<file path="config.mk">
export PLATFORM = sky130hd
export DESIGN_NAME = matmul_seq_ctrl
export DESIGN_NICKNAME = d
export VERILOG_FILES = /design/src/rtl/matmul_pkg.sv /design/src/rtl/matmul_mac.sv /design/src/rtl/matmul_seq_ctrl.sv
export SDC_FILE = /design/constraint.sdc
export NUM_CORES = 1
export LEC_CHECK = 0
export BUFFER_PORTS_ARGS = -buffer_cell sky130_fd_sc_hd__buf_2
export CAP_MARGIN = 20
export CORE_MARGIN = 2
export CORE_UTILIZATION = 35
export DETAILED_ROUTE_END_ITERATION = 12
export GPL_TIMING_DRIVEN = 1
export PLACE_DENSITY_LB_ADDON = 0.3
export SLEW_MARGIN = 10
export SYNTH_ARGS = -nofsm -noshare
export SYNTH_HDL_FRONTEND = slang
export SYNTH_SLANG_ARGS = --single-unit
</file>
<file path="constraint.sdc">
create_clock -name clk -period 4.4 [get_ports clk]
set_input_delay 0.22 -clock clk [delete_from_list [all_inputs] [get_ports clk]]
set_output_delay 0.22 -clock clk [all_outputs]
set_load 0.01 [all_outputs]
</file>
<file path="src/rtl/matmul_pkg.sv">
`default_nettype none
// =============================================================================
// matmul_pkg - shared state encoding, sizing helper and default widths (rev 1.0)
// =============================================================================
package matmul_pkg;

  localparam int DW_DEFAULT   = 8;
  localparam int ACCW_DEFAULT = 16;

  typedef enum logic [2:0] {
    IDLE  = 3'd0,
    ISSUE = 3'd1,
    DRAIN = 3'd2,
    WRITE = 3'd3,
    DONE  = 3'd4
  } state_t;

  // Address/counter width for n entries, never narrower than one bit.
  function automatic int clog2(input int n);
    int r;
    r = 0;
    while ((1 << r) < n) r = r + 1;
    return (r < 1) ? 1 : r;
  endfunction

endpackage
`default_nettype wire

</file>
<file path="src/rtl/matmul_mac.sv">
`default_nettype none
// =============================================================================
// matmul_mac - signed multiply-accumulate behind a 1-cycle operand read (rev 1.0)
// =============================================================================
module matmul_mac
  import matmul_pkg::*;
#(
  parameter int DW   = DW_DEFAULT,
  parameter int ACCW = ACCW_DEFAULT
) (
  input  logic                   clk,
  input  logic                   rst,
  input  logic                   rd_en,
  input  logic                   clr,
  input  logic signed [DW-1:0]   a_data,
  input  logic signed [DW-1:0]   b_data,
  output logic signed [ACCW-1:0] acc
);

  logic                   rd_valid_d1;
  logic signed [2*DW-1:0] prod;
  logic signed [ACCW-1:0] prod_ext;

  assign prod     = (2*DW)'(a_data) * (2*DW)'(b_data);
  // Sign-extends when ACCW is wider than the product, truncates (wraps) otherwise.
  assign prod_ext = ACCW'(prod);

  always_ff @(posedge clk) begin
    if (rst) begin
      rd_valid_d1 <= 1'b0;
      acc         <= '0;
    end else begin
      rd_valid_d1 <= rd_en;
      if (clr)
        acc <= '0;
      else if (rd_valid_d1)
        acc <= acc + prod_ext;
    end
  end

endmodule
`default_nettype wire

</file>
<file path="src/rtl/matmul_seq_ctrl.sv">
`default_nettype none
// =============================================================================
// matmul_seq_ctrl - restartable i/j/k schedule for one shared MAC (rev 1.0)
// =============================================================================
module matmul_seq_ctrl
  import matmul_pkg::*;
#(
  parameter  int A_ROWS = 2,
  parameter  int A_COLS = 2,
  parameter  int B_COLS = 2,
  parameter  int DW     = DW_DEFAULT,
  parameter  int ACCW   = ACCW_DEFAULT,
  localparam int AW_A   = clog2(A_ROWS * A_COLS),
  localparam int AW_B   = clog2(A_COLS * B_COLS),
  localparam int AW_R   = clog2(A_ROWS * B_COLS)
) (
  input  logic            clk,
  input  logic            rst,
  input  logic            start,
  output logic            busy,
  output logic            done,
  output logic            rd_en,
  output logic [AW_A-1:0] a_addr,
  output logic [AW_B-1:0] b_addr,
  input  logic [DW-1:0]   a_data,
  input  logic [DW-1:0]   b_data,
  output logic            r_valid,
  input  logic            r_ready,
  output logic [AW_R-1:0] r_addr,
  output logic [ACCW-1:0] r_data
);

  localparam int IW = clog2(A_ROWS);
  localparam int JW = clog2(B_COLS);
  localparam int KW = clog2(A_COLS);

  state_t                 state;
  logic [IW-1:0]          i, i_nx;
  logic [JW-1:0]          j, j_nx;
  logic [KW-1:0]          k, k_nx;
  logic                   i_last, j_last, k_last, last_elem;
  logic                   clr;
  logic signed [ACCW-1:0] acc;

  function automatic logic [AW_A-1:0] a_idx(input logic [IW-1:0] ii, input logic [KW-1:0] kk);
    return AW_A'(int'(ii) * A_COLS + int'(kk));
  endfunction

  function automatic logic [AW_B-1:0] b_idx(input logic [KW-1:0] kk, input logic [JW-1:0] jj);
    return AW_B'(int'(kk) * B_COLS + int'(jj));
  endfunction

  function automatic logic [AW_R-1:0] r_idx(input logic [IW-1:0] ii, input logic [JW-1:0] jj);
    return AW_R'(int'(ii) * B_COLS + int'(jj));
  endfunction

  assign k_last    = (k == KW'(A_COLS - 1));
  assign j_last    = (j == JW'(B_COLS - 1));
  assign i_last    = (i == IW'(A_ROWS - 1));
  assign last_elem = i_last && j_last;
  assign k_nx      = k + KW'(1);
  assign j_nx      = j_last ? '0 : j + JW'(1);
  assign i_nx      = j_last ? i + IW'(1) : i;

  // Clearing only on ISSUE entry is safe: the DRAIN cycle has already absorbed the last product.
  assign clr    = ((state == IDLE) && start) ||
                  ((state == WRITE) && r_ready && !last_elem);
  assign r_data = acc;

  matmul_mac #(.DW(DW), .ACCW(ACCW)) u_mac (
    .clk    (clk),
    .rst    (rst),
    .rd_en  (rd_en),
    .clr    (clr),
    .a_data (a_data),
    .b_data (b_data),
    .acc    (acc)
  );

  always_ff @(posedge clk) begin
    if (rst) begin
      state   <= IDLE;
      i       <= '0;
      j       <= '0;
      k       <= '0;
      busy    <= 1'b0;
      done    <= 1'b0;
      rd_en   <= 1'b0;
      r_valid <= 1'b0;
      a_addr  <= '0;
      b_addr  <= '0;
      r_addr  <= '0;
    end else begin
      case (state)
        IDLE: begin
          if (start) begin
            state  <= ISSUE;
            i      <= '0;
            j      <= '0;
            k      <= '0;
            busy   <= 1'b1;
            rd_en  <= 1'b1;
            a_addr <= '0;
            b_addr <= '0;
          end
        end
        ISSUE: begin
          if (k_last) begin
            state <= DRAIN;
            k     <= '0;
            rd_en <= 1'b0;
          end else begin
            k      <= k_nx;
            a_addr <= a_idx(i, k_nx);
            b_addr <= b_idx(k_nx, j);
          end
        end
        DRAIN: begin
          state   <= WRITE;
          r_valid <= 1'b1;
          r_addr  <= r_idx(i, j);
        end
        WRITE: begin
          if (r_ready) begin
            r_valid <= 1'b0;
            if (last_elem) begin
              state <= DONE;
              done  <= 1'b1;
              i     <= '0;
              j     <= '0;
            end else begin
              state  <= ISSUE;
              i      <= i_nx;
              j      <= j_nx;
              rd_en  <= 1'b1;
              a_addr <= a_idx(i_nx, '0);
              b_addr <= b_idx('0, j_nx);
            end
          end
        end
        DONE: begin
          state <= IDLE;
          done  <= 1'b0;
          busy  <= 1'b0;
        end
        default: state <= IDLE;
      endcase
    end
  end

endmodule
`default_nettype wire

</file>
==> flow_summary_export.csv, run 1 <==
group,metric,value,unit
run_status,status,"finished clean",
sta,fmax,232.3,MHz
global_routing,grt_pass1_wl,16900,um
global_routing,grt_usage,16.05,%
power,p_leak,2.628,nW
route,drt_iter0_drc,85,
sta,fin_setup_tns,0,ns
die,die_area,12890,um2
cells_and_area,areaGrowthSynthToFinish,25.13,%
synth,yosys_warnings,0,
critical_path,crit_top_cell,"fa_1",
synth,netlist_area,4198,um2
route,wirelength,9533,um
critical_path,end_kind,"register",
placed_design,gp_congestion,0.8610,
clock_network,worstSkewPairLatency,0.28,ns
global_routing,grt_pass1_vias,3550,
critical_path,cp.buffers_inverters,4,
synth,synth_edf_count,0,
sta,worst_pin_slew,0.7858,ns
synth,ys_types,42,
clock_network,clkTransAtPathRegs,0.06,ns
synth,ys_seq_area_share,15.26,%
cells_and_area,layout.cells.non_filler,694,
critical_path,critical_path.top_delay_family,"adder cells",
cells_and_area,antenna_cells,0,
sta,final_max_slew_viol_count,0,
route,vias,3339,
cells_and_area,final_util,45.42,%
die,ios,46,
sta,hold_slack,0.3146,ns
placed_design,place.detailed.hpwl,8182,um
die,fp.dieW,113.5,um
route,detail-route-antenna-nets,0,
die,num_rows,39,
power,power,2.976,mW
cells_and_area,nets,679,
cells_and_area,stdcell_area,5253,um2
clock_network,cts-hold-fix-buffers,0,
critical_path,slowest_delay,0.52,ns
critical_path,crit_slowest_cell,"or4_1",
die,start_util,36.30,%
synth,async_reset_ff_share,0,%
power,ir_drop,0.0002678,V
critical_path,rr_startpoint,"u_mac.acc[6]",
route,drtPass1Iterations,4,
sta,rsz0062_at_grt,"yes",
sta,period_needed,4.305,ns
synth,syn_inst,461,
hold_path,hp-class,"in2reg",
placed_design,io_buffers,45,
critical_path,path_max_fanout,3,
synth,syn_nets,590,
placed_design,dp_cells,682,
clock_network,cts_tree,"done",
hold_path,hp-start,"rst",
clock_network,cts_buffers,5,
clock_network,cts-root-buf,"clkbuf_16",
sta,hold_violations,0,
critical_path,path_cells,"inv_2 -> fa_1 -> inv_2 -> fa_1 -> inv_2 -> fa_1 -> inv_1 -> fa_2 -> fa_1 -> ha_4 -> o21ai_2 -> o21bai_1 -> o21a_1 -> a31oi_1 -> or4_1 -> nand3_1",
cells_and_area,drive_gt1_share,23.05,%
critical_path,worstSetupStartpoint,"u_mac.acc[6]",
synth,synth_top_area_share,33.86,%
synth,synth.area.top_cells,"fa_1 (34%), dfxtp_1 (15%), ha_1 (11%), inv_1 (7.7%), and2_1 (4.3%)",
die,core,11560,um2
critical_path,worstSetupPathType,"reg2reg",
run,maxCapViolCount,0,
sta,setup_viol_count_final,0,
sta,skew,0.01092,ns
global_routing,grt_overflow_total,0,
sta,finalWorstSetupSlack,0.09489,ns
sta,fin_crit_sh,97.84,%
clock_network,cts.htree.levels,2,
synth,yosys_register_bits,32,
placed_design,preCtsSetupSlack,-0.1716,ns
global_routing,antenna_found_initial,0,
clock_network,clk_path_buf_depth,2,
synth,synth_top_cell_by_area,"fa_1",
die,die_y,113.5,um
clock_network,cts.sinks,32,
global_routing,grt_max_degree,19,
critical_path,cp-start-kind,"register",
critical_path,cp.required,4.62,ns
route,drc,0,
sta,relSlewSlack,47.54,%
route,wl_per_cell,13.74,um
synth,syn_area_per_cell,9.106,um2
route,vias_per_cell,4.811,
critical_path,critical_path_arrival,4.52,ns
synth,ys.flop_type,"dfxtp_1",
placed_design,placed_cell_area,4907,um2
power,power_density,566.5,nW/um2
==> state kept, by name (all words and copies together), names as in the netlist, 2 cells and up <==
name,cells
r_addr,2
a_addr,2
u_mac.acc,16
state,3
==> layout make-up <==
class                           count  area (um2)
Clock buffer                        6       138.9
Clock inverter                      2       15.01
Fill cell                        1117        6312
Inverter                           86       326.6
Multi-Input combinational cell    329        3279
Sequential cell                    32       643.1
Tap cell                          143       178.9
Timing Repair Buffer               96       670.6
==> logic make-up after synthesis <==
kind of cell | synth area share, %
and+or+nand+nor | 16.13
adders and majority gates | 45.19
buffers and inverters | 9.180
AOI/OAI and AO/OA | 8.495
DFF | 15.26
xor gates and xnor gates | 3.130
muxes | 2.623
==> final timing paths <==
path	endpoint	slack (ns)	cells past startpoint
max	u_mac.acc[13]	0.09	16
min	rd_en	0.31	2
max reg2reg	u_mac.acc[13]	0.09	16
min reg2reg	busy	0.48	2
==> layer usage <==
layer	track usage (%)	vias up	share of wire (%)
li1	-	1636	-
met1	21.56	1639	46
met2	27.74	54	50
met3	2.604	10	3.3
met4	2.927	0	1.0
met5	0	-	0
==> layout by cell type, fill, tap and decap left out, types with 3 or more instances in the layout <==
cell type   synthesis  layout
a21o_1              7       7
dfxtp_1            32      30
and2_1             29      27
a31oi_1             5       4
inv_1              86      81
nor3_1              6       6
fa_1               71      69
ha_1               38      33
clkbuf_16           0       5
nand3_1            11      11
nand4_1             3       3
clkinvlp_4          0       3
a211oi_1            8       6
nand2b_1            4       3
nand2_1            36      36
buf_2               2      36
nor2_1             35      34
buf_6               0       4
ha_4                0       4
o21ai_0             8       6
buf_4               2      51
xnor2_1            14      14
inv_2               0       4
a21oi_1            17      17
mux2i_1            11      11
clkbuf_4            0       3
==> what timing repair did <==
item                                    in CTS  in global routing
gates resized for setup                      1                 42
setup buffers                                0                  4
hold endpoints to repair                     0                  0
endpoints found under the setup margin       3                  8
pin swaps                                    1                 23
==> Yosys cell counts, types with 3 or more instances <==
cell type,number
nand2_1,36
a211oi_1,8
mux2i_1,11
a31oi_1,5
nor3_1,6
dfxtp_1,32
nor2_1,35
nand4_1,3
fa_1,71
ha_1,38
a21oi_1,17
clkbuf_1,9
o21ai_0,8
nand2b_1,4
a21o_1,7
xnor2_1,14
and2_1,29
inv_1,86
nand3_1,11
==> report_power, final <==
| group | switching [mW] | internal [mW] | total (mW) | leakage, nW |
|---|---|---|---|---|
| registers | 0.0360 | 0.318 | 0.354 | 0.261 |
| clock network | 0.132 | 0.225 | 0.356 | 0.0691 |
| logic | 1.13 | 1.14 | 2.27 | 2.30 |
No activity file was read; power rests on OpenSTA's default activity.
==> inputs of run 2 (changes only) <==
- CORE_MARGIN: 2 -> 1
- PLACE_DENSITY_LB_ADDON: 0.3 -> 0.05
- clock period: 4.4 -> 5.1 ns (I/O delays scaled with it)
==> flow_summary_export.csv, run 2 (synthesized netlist as in run 1, its figures left out) <==
group,metric,value,unit
clock_network,cts-resized-gates,0,
critical_path,cp-start-kind,"input pin",
sta,setup_viol_count_final,0,
clock_network,postCtsSetupRepairBufs,0,
critical_path,critical_path_arrival,4.73,ns
route,detail-route-antenna-nets,0,
critical_path,crit_slowest_cell,"fa_1",
critical_path,end_kind,"register",
route,wl_per_cell,14.50,um
global_routing,grt_pass1_wl,16660,um
global_routing,grt_max_degree,19,
die,start_util,36.30,%
sta,fin_setup_tns,0,ns
critical_path,crit_top_cell,"fa_1",
critical_path,critical_path.top_delay_family,"adder cells",
global_routing,grt_pass1_vias,3248,
sta,final_max_slew_viol_count,0,
sta,skew,0.001774,ns
critical_path,path_cells,"buf_2 -> and2_1 -> fa_1 -> fa_1 -> fa_1 -> inv_1 -> fa_1 -> inv_1 -> ha_1 -> ha_1 -> o21ai_0 -> a21oi_1 -> o21a_1 -> a31oi_1 -> or4_1 -> nand3_1",
power,ir_drop,0.0001868,V
power,power_density,457.6,nW/um2
power,power,2.156,mW
route,drtPass1Iterations,8,
die,die_area,12440,um2
clock_network,clk_path_buf_depth,2,
clock_network,worstSkewPairLatency,0.27,ns
cells_and_area,drive_gt1_share,10.78,%
global_routing,grt_usage,16.67,%
clock_network,cts_buffers,5,
die,fp.dieW,111.5,um
critical_path,path_max_fanout,8,
cells_and_area,fill_cells,1223,
die,core,11560,um2
global_routing,antenna_found_initial,0,
critical_path,cp.required,5.31,ns
clock_network,cts-hold-fix-buffers,0,
sta,rsz0062_at_grt,"no",
sta,fmax,221.4,MHz
clock_network,clkTransAtPathRegs,0.05,ns
cells_and_area,nets,629,
critical_path,worstSetupPathType,"in2reg",
cells_and_area,top_register,"u_mac.acc",
clock_network,cts_tree,"done",
sta,worst_pin_slew,0.8075,ns
placed_design,io_buffers,45,
hold_path,hp-class,"in2reg",
critical_path,slowest_delay,0.54,ns
critical_path,cp.buffers_inverters,3,
cells_and_area,largest_registers,"u_mac.acc x16, state x3",
sta,fin_crit_sh,88.57,%
clock_network,cts.sinks,32,
cells_and_area,areaGrowthSynthToFinish,12.22,%
cells_and_area,antenna_cells,0,
cells_and_area,largest_reg_flops,16,
placed_design,gp_congestion,0.8177,
cells_and_area,stdcell_area,4711,um2
placed_design,preCtsSetupSlack,0.3080,ns
cells_and_area,mostFrequentLayoutCells,"inv_1 (86), fa_1 (71), buf_2 (45), ha_1 (38), nand2_1 (36)",
clock_network,cts.htree.levels,2,
clock_network,cts-root-buf,"clkbuf_16",
power,p_leak,2.370,nW
sta,period_needed,4.517,ns
run,maxCapViolCount,0,
cells_and_area,final_util,40.73,%
run_status,status,"complete, but fails checks",
die,num_rows,39,
route,drt_iter0_drc,128,
sta,hold_violations,0,
sta,relSlewSlack,46.09,%
route,wirelength,9338,um
route,vias,3083,
die,ios,46,
global_routing,grt_overflow_total,0,
run_status,violations,"design-rule violations",
sta,finalWorstSetupSlack,0.5830,ns
critical_path,r2r_slack,0.59,ns
die,die_y,111.5,um
route,vias_per_cell,4.787,
route,drc,3,
placed_design,placed_cell_area,4547,um2
cells_and_area,final_common_cell,"inv_1",
placed_design,place.detailed.hpwl,8024,um
## run 2: changes by cell type in the layout (fill, tap and decap cells not counted), moves of 3 or more
cell        before  now
inv_2            4    0
buf_6            4    0
clkinvlp_4       3    0
buf_4           51    1
buf_2           36   45
inv_1           81   86
ha_1            33   38
ha_4             4    0
clkbuf_4         3    0
## run 2: power by group
| part | leakage (nW) | internal, mW | switching [mW] |
|---|---|---|---|
| clock network | 0.0808 | 0.230 | 0.108 |
| logic | 2.03 | 0.671 | 0.840 |
| registers | 0.260 | 0.274 | 0.0332 |
## run 2: per-stage QoR
step | instances | hold WS (ns)
finish | 644 | 0.3401
global route | 644 | 0.3655
CTS | 644 | 0.3423
detailed placement | 636 | 0.4698
global placement | 636 | 0.4641
floorplan | 461 | 0.4442
## run 2: cell type report
type | count | area, um2 | share of cell area (%)
clock buffers | 6 | 128.9 | 2.736
flip-flops and latches | 32 | 640.6 | 13.60
repair buffers | 46 | 232.7 | 4.940
clock inverters | 2 | 35.03 | 0.7437
well taps | 143 | 178.9 | 3.798
inverters | 86 | 322.8 | 6.853
multi-input cells | 329 | 3172 | 67.33
## run 2: worst paths after layout
| path | from | endpoint | cells past startpoint |
|---|---|---|---|
| worst max-delay path | b_data[1] | u_mac.acc[13] | 16 |
| worst min-delay path | rst | r_valid | 2 |
| worst max register to register | u_mac.acc[4] | u_mac.acc[14] | 17 |
| worst min register to register | r_valid | r_valid | 2 |
## run 2: worst register-to-register path: cells and delay by family (launching register included)
family          cells  cell delay, ns
buf+inv             4            0.22
flops               1            0.37
simple gates        1            0.12
fa+ha+maj           7            2.75
compound gates      5            0.94
## run 2: routing by layer
layer | GRT usage, % | vias to the layer above | wire [um]
met2 | 26.08 | 41 | 4238
met5 | 0 | - | 0
li1 | - | 1539 | -
met4 | 2.072 | 0 | 20
met3 | 2.831 | 2 | 322
met1 | 24.71 | 1501 | 4757
==> inputs of run 3 (changes only) <==
==> constraint.sdc (replaced) <==
create_clock -name clk -period 5.1 [get_ports clk]
set_input_delay 1.275 -clock clk [delete_from_list [all_inputs] [get_ports clk]]
set_output_delay 1.275 -clock clk [all_outputs]
set_load 0.01 [all_outputs]
==> flow_summary_export.csv, run 3 (synthesized netlist as in run 1, its figures left out) <==
group,metric,value,unit
clock_network,worstSkewPairLatency,0.27,ns
die,core,11560,um2
route,drt_iter0_drc,75,
global_routing,grt_usage,16.85,%
clock_network,cts_tree,"done",
clock_network,cts-hold-fix-buffers,0,
clock_network,cts_buffers,5,
route,drc,3,
route,wl_per_cell,13.68,um
power,power_density,552.4,nW/um2
sta,fin_crit_sh,101.1,%
power,ir_drop,0.0003226,V
critical_path,cp.required,5.31,ns
global_routing,grt_overflow_total,0,
route,drtPass1Iterations,8,
cells_and_area,mostFrequentLayoutCells,"inv_1 (81), fa_1 (64), buf_4 (53), nor2_1 (34), buf_2 (33)",
power,p_leak,2.673,nW
sta,rsz0062_at_grt,"yes",
cells_and_area,nets,681,
cells_and_area,fill_cells,1122,
die,start_util,36.30,%
cells_and_area,largest_registers,"u_mac.acc x16, state x3",
clock_network,cts.htree.levels,2,
placed_design,gp_congestion,0.8332,
die,num_rows,39,
run_status,violations,"design-rule violations, negative setup slack",
cells_and_area,drive_gt1_share,28.75,%
critical_path,rr_startpoint,"u_mac.acc[6]",
sta,relSlewSlack,46.22,%
critical_path,worstSetupPathType,"in2reg",
clock_network,clk_path_buf_depth,2,
critical_path,critical_path_arrival,5.37,ns
hold_path,hp-start,"busy",
critical_path,path_max_fanout,2,
critical_path,r2r_slack,0.76,ns
critical_path,cp-start-kind,"input pin",
global_routing,antenna_found_initial,0,
route,wirelength,9524,um
clock_network,cts-root-buf,"clkbuf_16",
route,detail-route-antenna-nets,0,
run,maxCapViolCount,0,
sta,worst_pin_slew,0.8056,ns
hold_path,hold_depth,2,
cells_and_area,multi_input_area,3508,um2
placed_design,io_buffers,45,
sta,finalWorstSetupSlack,-0.05610,ns
sta,setup_viol_count_final,3,
global_routing,grt_max_degree,19,
run_status,status,"complete, but fails checks",
cells_and_area,areaGrowthSynthToFinish,32.52,%
die,fp.dieW,111.5,um
cells_and_area,register_area,640.6,um2
sta,fmax,193.9,MHz
cells_and_area,largest_reg_flops,16,
global_routing,grt_pass1_vias,3415,
die,ios,46,
sta,period_needed,5.156,ns
placed_design,place.detailed.hpwl,8205,um
hold_path,hp-class,"reg2reg",
die,die_area,12440,um2
sta,final_max_slew_viol_count,0,
route,vias_per_cell,4.763,
clock_network,clkTransAtPathRegs,0.05,ns
sta,skew,0.003532,ns
sta,fin_setup_tns,-0.1382,ns
sta,hold_violations,0,
cells_and_area,final_common_cell,"inv_1",
cells_and_area,antenna_cells,0,
cells_and_area,top_register,"u_mac.acc",
cells_and_area,final_util,48.10,%
global_routing,grt_pass1_wl,17090,um
critical_path,reg2reg_to,"u_mac.acc[13]",
critical_path,end_kind,"register",
hold_path,worst_hold_path.endpoint,"busy",
critical_path,reg2reg_depth,16,
die,die_y,111.5,um
clock_network,cts.sinks,32,
route,vias,3315,
[run 3: cell count changes in the layout (fill, tap and decap cells not counted), moves of 4 or more]
| cell | previous run | this run |
|---|---|---|
| buf_4 | 1 | 53 |
| ha_1 | 38 | 22 |
| ha_4 | 0 | 15 |
| buf_2 | 45 | 33 |
| fa_1 | 71 | 64 |
| fa_2 | 0 | 7 |
| a21oi_1 | 17 | 12 |
| inv_1 | 86 | 81 |
| a21oi_2 | 1 | 5 |
| buf_12 | 0 | 4 |
| buf_6 | 0 | 4 |
| inv_2 | 0 | 4 |
| nand2_1 | 36 | 32 |
[run 3: cell type report]
| cell class | instances | area share [%] |
|---|---|---|
| Sequential cell | 32 | 11.52 |
| Multi-Input combinational cell | 329 | 63.07 |
| Tap cell | 143 | 3.216 |
| Timing Repair Buffer | 98 | 13.05 |
| Inverter | 86 | 5.870 |
| Clock buffer | 7 | 2.744 |
| Clock inverter | 1 | 0.5398 |
[run 3: what timing repair did]
action,CTS,global route
pin swaps,9,42
setup endpoints to repair,7,8
buffers inserted,2,1
resized for setup,18,50
[run 3: worst max-delay path by stage]
stage,start,to
floorplan,a_data[7],u_mac.acc[13]
global placement,a_data[0],u_mac.acc[13]
detailed placement,a_data[2],u_mac.acc[14]
CTS,a_data[0],u_mac.acc[13]
global route,b_data[3],u_mac.acc[13]
finish,a_data[0],u_mac.acc[13]
[run 3: metal layers]
metal	up-vias	part of all wire [%]	track usage (%)
met5	-	0	0
met4	0	1.7	4.054
met3	14	2.7	2.286
met2	56	46	26.71
met1	1601	50	24.31
li1	1644	-	-
[run 3: critical path: stages]
cell	delay [ns]
buf_8	0.10
nand2b_4	0.13
fa_1	0.49
fa_1	0.55
inv_1	0.05
fa_1	0.47
fa_1	0.54
fa_1	0.46
ha_4	0.29
o21ai_2	0.05
o21bai_2	0.15
o21a_1	0.17
a31oi_1	0.11
or4_1	0.43
nand3_1	0.09
[run 3: stage by stage]
stage	hold slack, ns	cell area [um2]	setup WS [ns]	power (mW)	instances
floorplan	0.4908	4323	-0.1399	1.659	461
global placement	0.4676	5065	-0.5217	2.389	686
detailed placement	0.4715	5065	-0.5219	2.381	686
CTS	0.4820	5340	-0.1514	2.875	696
global route	0.5060	5563	-0.2185	3.410	696
finish	0.4753	5563	-0.05610	3.073	696
[run 3: where the power goes]
part / total (mW) / internal (mW) / switching [mW]
Combinational: 2.40 / 1.27 / 1.14
Sequential: 0.307 / 0.275 / 0.0329
Clock: 0.362 / 0.257 / 0.106
Total: 3.07 / 1.80 / 1.27
